### src/rtl/conversor_defs.sv
// Shared definitions for the parallel-in/serial-out converter.
//   state_t : FSM state encoding (IDLE, SHIFT, GAP)
//   clog2   : ceiling log2, never less than 1 so a counter is at least 1 bit wide
package conversor_defs;

  typedef enum logic [1:0] {
    S_IDLE  = 2'd0,
    S_SHIFT = 2'd1,
    S_GAP   = 2'd2
  } state_t;

  function automatic int clog2(input int value);
    int result;
    result = 0;
    while ((1 << result) < value) result++;
    return (result < 1) ? 1 : result;
  endfunction

endpackage

### src/rtl/contador_bits.sv
// Parameterised up-counter with terminal-count flag.
//   clk    : clock, rising edge
//   clr_i  : synchronous active-high clear (block reset)
//   zero_i : synchronous load-to-zero
//   en_i   : count enable
//   cnt_o  : current count
//   tc_o   : high while cnt_o equals TC
module contador_bits #(
  parameter int           W  = 2,
  parameter logic [W-1:0] TC = '1
) (
  input  logic         clk,
  input  logic         clr_i,
  input  logic         zero_i,
  input  logic         en_i,
  output logic [W-1:0] cnt_o,
  output logic         tc_o
);

  logic [W-1:0] cnt_q;
  logic [W-1:0] cnt_d;

  always_comb begin
    cnt_d = cnt_q;
    if (zero_i)    cnt_d = '0;
    else if (en_i) cnt_d = cnt_q + 1'b1;
  end

  always_ff @(posedge clk) begin
    if (clr_i) cnt_q <= '0;
    else       cnt_q <= cnt_d;
  end

  assign cnt_o = cnt_q;
  assign tc_o  = (cnt_q == TC);

endmodule

### src/rtl/conversor_ps.sv
// Parallel-in/serial-out converter feeding a downstream serial-to-parallel stage.
// A WIDTH-bit word is taken on a valid/ready handshake and shifted out one bit
// per clock, optionally followed by GAP idle cycles.
//   clk        : clock, rising edge
//   CLR        : synchronous active-high reset
//   din        : parallel word, sampled only on the handshake edge
//   load_valid : din valid
//   load_ready : block accepts a word this cycle (combinational)
//   D_out      : serial data bit (registered)
//   bit_valid  : D_out carries a data bit
//   first_bit  : first bit of a word on the line
//   word_done  : last bit of a word on the line
//   busy       : block in SHIFT or GAP
//
// state   | meaning
// IDLE    | nothing on the line, ready for a word
// SHIFT   | word bits on the line, bit counter = index of the current bit
// GAP     | idle spacing between words, gap counter = cycles spent
module conversor_ps
  import conversor_defs::*;
#(
  parameter int WIDTH     = 4,
  parameter int MSB_FIRST = 1,
  parameter int GAP       = 0
) (
  input  logic             clk,
  input  logic             CLR,
  input  logic [WIDTH-1:0] din,
  input  logic             load_valid,
  output logic             load_ready,
  output logic             D_out,
  output logic             bit_valid,
  output logic             first_bit,
  output logic             word_done,
  output logic             busy
);

  localparam int            CW       = clog2(WIDTH);
  localparam logic [CW-1:0] BIT_LAST = CW'(WIDTH - 1);
  localparam logic [CW-1:0] BIT_PRE  = CW'(WIDTH - 2);
  localparam logic [3:0]    GAP_LAST = 4'((GAP > 0) ? GAP - 1 : 0);
  localparam bit            NO_GAP   = (GAP == 0);

  state_t           state_q, state_d;
  logic [WIDTH-1:0] shreg_q, shreg_d;
  logic             dout_q, dout_d;
  logic             bv_q, bv_d;
  logic             fb_q, fb_d;
  logic             wd_q, wd_d;
  logic             busy_q, busy_d;

  logic [CW-1:0]    bit_cnt;
  logic             bit_tc, bit_zero, bit_en;
  logic [3:0]       gap_cnt;
  logic             gap_tc, gap_zero, gap_en;
  logic             handshake;

  function automatic logic head_bit(input logic [WIDTH-1:0] w);
    return (MSB_FIRST != 0) ? w[WIDTH-1] : w[0];
  endfunction

  // Moves the next bit to be sent into the head position.
  function automatic logic [WIDTH-1:0] advance(input logic [WIDTH-1:0] w);
    return (MSB_FIRST != 0) ? {w[WIDTH-2:0], 1'b0} : {1'b0, w[WIDTH-1:1]};
  endfunction

  contador_bits #(.W(CW), .TC(BIT_LAST)) u_bit_cnt (
    .clk    (clk),
    .clr_i  (CLR),
    .zero_i (bit_zero),
    .en_i   (bit_en),
    .cnt_o  (bit_cnt),
    .tc_o   (bit_tc)
  );

  contador_bits #(.W(4), .TC(GAP_LAST)) u_gap_cnt (
    .clk    (clk),
    .clr_i  (CLR),
    .zero_i (gap_zero),
    .en_i   (gap_en),
    .cnt_o  (gap_cnt),
    .tc_o   (gap_tc)
  );

  assign load_ready = (state_q == S_IDLE)
                    | ((state_q == S_SHIFT) & bit_tc & NO_GAP)
                    | ((state_q == S_GAP) & (gap_cnt == GAP_LAST));

  assign handshake = load_valid & load_ready;

  always_comb begin
    state_d  = state_q;
    shreg_d  = shreg_q;
    dout_d   = 1'b0;
    bv_d     = 1'b0;
    fb_d     = 1'b0;
    wd_d     = 1'b0;
    bit_zero = 1'b0;
    bit_en   = 1'b0;
    gap_zero = 1'b0;
    gap_en   = 1'b0;

    case (state_q)
      S_IDLE: ;
      S_SHIFT: begin
        if (!bit_tc) begin
          bit_en  = 1'b1;
          dout_d  = head_bit(shreg_q);
          shreg_d = advance(shreg_q);
          bv_d    = 1'b1;
          wd_d    = (bit_cnt == BIT_PRE);
        end else begin
          bit_zero = 1'b1;
          if (NO_GAP) begin
            state_d = S_IDLE;
          end else begin
            state_d  = S_GAP;
            gap_zero = 1'b1;
          end
        end
      end
      S_GAP: begin
        if (!gap_tc) begin
          gap_en = 1'b1;
        end else begin
          gap_zero = 1'b1;
          state_d  = S_IDLE;
        end
      end
      default: state_d = S_IDLE;
    endcase

    // A handshake only happens in a ready slot, so it overrides the
    // end-of-word / end-of-gap decisions above and starts the next word.
    if (handshake) begin
      state_d  = S_SHIFT;
      shreg_d  = advance(din);
      dout_d   = head_bit(din);
      bv_d     = 1'b1;
      fb_d     = 1'b1;
      wd_d     = 1'b0;
      bit_zero = 1'b1;
      bit_en   = 1'b0;
    end

    busy_d = (state_d != S_IDLE);
  end

  always_ff @(posedge clk) begin
    if (CLR) begin
      state_q <= S_IDLE;
      shreg_q <= '0;
      dout_q  <= 1'b0;
      bv_q    <= 1'b0;
      fb_q    <= 1'b0;
      wd_q    <= 1'b0;
      busy_q  <= 1'b0;
    end else begin
      state_q <= state_d;
      shreg_q <= shreg_d;
      dout_q  <= dout_d;
      bv_q    <= bv_d;
      fb_q    <= fb_d;
      wd_q    <= wd_d;
      busy_q  <= busy_d;
    end
  end

  assign D_out     = dout_q;
  assign bit_valid = bv_q;
  assign first_bit = fb_q;
  assign word_done = wd_q;
  assign busy      = busy_q;

endmodule

### config.mk
export PLATFORM = sky130hd
export DESIGN_NAME = conversor_ps
export DESIGN_NICKNAME = d
export VERILOG_FILES = /design/src/rtl/conversor_defs.sv /design/src/rtl/contador_bits.sv /design/src/rtl/conversor_ps.sv
export SDC_FILE = /design/constraint.sdc
export NUM_CORES = 1
export LEC_CHECK = 0
export ABC_AREA = 1
export BUFFER_PORTS_ARGS = -buffer_cell sky130_fd_sc_hd__buf_2
export CAP_MARGIN = 20
export CORE_MARGIN = 5
export CORE_UTILIZATION = 43
export CTS_CLUSTER_DIAMETER = 60
export DETAILED_ROUTE_END_ITERATION = 8
export GPL_ROUTABILITY_DRIVEN = 0
export PLACE_DENSITY_LB_ADDON = 0.3
export SLEW_MARGIN = 0
export SYNTH_ARGS = -nofsm -noshare
export SYNTH_HDL_FRONTEND = slang
export SYNTH_HIERARCHICAL = 1
export SYNTH_SLANG_ARGS = --single-unit
### constraint.sdc
create_clock -name clk -period 2.55 [get_ports clk]
set_input_delay 0.6375 -clock clk [delete_from_list [all_inputs] [get_ports clk]]
set_output_delay 0.6375 -clock clk [all_outputs]
set_load 0.03 [all_outputs]
==> impl_metrics.ini <==
[synth]
yosysSeqAreaShare_pct = 44.3
synth_cells = 94
synth_warnings = 6
syn_avg_cell_area_um2 = 7.69
yosys-top-cells-area = dfxtp_1 (44%), nand2_1 (11%), nor2_1 (7.3%), ha_1 (5.2%), inv_1 (5.2%)
synth_top_cell_area_share_pct = 44.3
synth_ff_type = dfxtp_1
async_reset_ff_share_pct = 0
synthTopCellsByCount = nand2_1 (21), dfxtp_1 (16), nor2_1 (14)
synth_cell_types = 18
synth.most_common_cell = nand2_1
synth_edf_count = 0
ys_seq_elements = 16
post-synth-top-area-cell = dfxtp_1
syn_nets = 104
netlist_area_um2 = 723

[setup_path]
crit_path_max_fanout = 4
cp-end-kind = output pin
start_kind = flop
arrival_ps = 1370
required_ps = 1910
critPathKind = reg2out

[die]
fp-row-count = 14
design.core.area_mm2 = 0.00156
boundaryPins = 13
dieArea_mm2 = 0.00260
fp.dieW_um = 51.0
start_util_pct = 46.4
die_h_um = 51.0

[drt]
detail-route-antenna-nets = 0
via_per_inst = 4.67
vias = 589
wl_per_cell_um = 10.3
initialDrtViolationCount = 8
wl_um = 1290
drcViolationCount = 0
dr.pass1.iters = 4

[power_and_ir_drop]
ir_drop_mv = 0.385
powerDensity_mw_per_mm2 = 598
power.leakage_nw = 0.391

[grt]
antenna_found_initial = 0
gr-total-overflow = 0
grt_pass1_wl_um = 2110
grt_pass1_vias = 497
grt_usage_pct = 11.6
grt_start_max_net_pins = 10

[timing]
skew_ps = 2.64
setup_viol = 0
period_share_pct = 78.6
hold_viol = 0
tightestPinTransition_ps = 446
relSlewSlack_pct = 70.1
fmax_ghz = 0.499
rsz0062_at_grt = false
tns_ps = 0
slew_violations = 0
finalCriticalPeriod_ps = 2010

[clock_network]
cts_max_level = 1
cts_hold_buf = 0
path_clk_slew_ps = 90
cts_setup_buffers = 0
cts_resized = 0
clk_path_buf_depth = 2
insertion_delay_ps = 290
cts_sinks = 16
cts_tree = done
cts-root-buf = clkbuf_4
numCtsBuffers = 3

[status]
status = finished, final reports clean

[place]
numPortBuffers = 12
dp_hpwl_um = 998
numPlacedInstances = 122

[final_layout]
syn_to_final_growth_pct = 16.1
postLayoutCoreUtil_pct = 53.9
num_antenna_cells = 0
nNetsFinal = 121
drive_above_1_share_pct = 27.3
fin_cells = 126

[hold_path]
hold_class = reg2reg

[flow_run]
max_cap_violations = 0
routing by layer:
layer	part of all wire (%)	routed length (µm)	global-route usage, %	up-vias
met5	0	0	0	-
met4	3.2	41	10.3	0
met3	4.9	63	5.23	5
met2	45	578	15.9	10
met1	47	609	13.4	249
li1	-	-	-	325
report_power, final:
group | internal, mW | total [mW] | switching, mW | leakage (nW)
combinational | 0.0226 | 0.0692 | 0.0466 | 0.239
sequential | 0.261 | 0.267 | 0.00561 | 0.131
clock | 0.0871 | 0.166 | 0.0788 | 0.0210
worst max-delay path, cell delays in order, from the launching register on:
cell,delay [ps]
dfxtp_1,380
ha_1,240
inv_2,50
nand2_1,50
nand2_1,50
nand2_2,100
buf_2,200
path summary, 6_finish.rpt:
check,start,end,slack (ps),depth (start not counted)
worst min-delay path,shreg_q[1],shreg_q[1],470,2
worst min register to register,shreg_q[1],shreg_q[1],470,2
worst max-delay path,u_bit_cnt/cnt_o[0],load_ready,540,6
worst max register to register,u_gap_cnt/cnt_o[0],u_gap_cnt/cnt_o[3],890,9
layout by cell type, fill, tap and decap left out:
cell      instances
nand4_1           1
nor2_2            4
nor3_1            1
nand3_1           6
clkbuf_8          1
clkbuf_4          3
o21ai_0           3
o21ai_2           1
nor2_4            3
inv_2             2
ha_1              3
buf_2            12
a21oi_1           4
dfxtp_1          16
nand3_2           2
nor3b_1           1
nor2_1           14
inv_1            10
nand2_4           1
nand2_1          21
nand2_2           1
cell families (layout without fill, tap and decap cells):
group,after synthesis,after routing,share of synthesized area [%]
AOI/OAI and AO/OA,8,8,6.06
adders and majority gates,3,3,5.19
buffers and inverters,12,28,6.23
DFF,16,16,44.3
and+or+nand+nor,55,55,38.2
state kept, by name, summed over array words and instances (netlist names):
register	count
u_gap_cnt/cnt_o	4
shreg_q	3
state_q	2
u_bit_cnt/cnt_o	2
D_out	1
bit_valid	1
busy	1
first_bit	1
word_done	1
stage by stage:
step / setup slack, ps / instance area, µm² / hold slack, ps / power [mW]
after floorplan: 1020 / 723 / 438 / 0.322
final: 544 / 840 / 465 / 0.502
after global placement: 880 / 803 / 450 / 0.341
after detailed placement: 863 / 803 / 458 / 0.343
after global routing: 432 / 840 / 493 / 0.530
after CTS: 518 / 840 / 470 / 0.514
layout make-up:
| class | count | area (µm²) |
|---|---|---|
| clock buffer | 4 | 36.3 |
| tap | 16 | 20.0 |
| fill | 156 | 719 |
| timing repair buffer | 12 | 60.1 |
| inverter | 12 | 45.0 |
| multi-input combinational | 66 | 358 |
| sequential | 16 | 320 |
No activity file was read; power rests on OpenSTA's default activity.
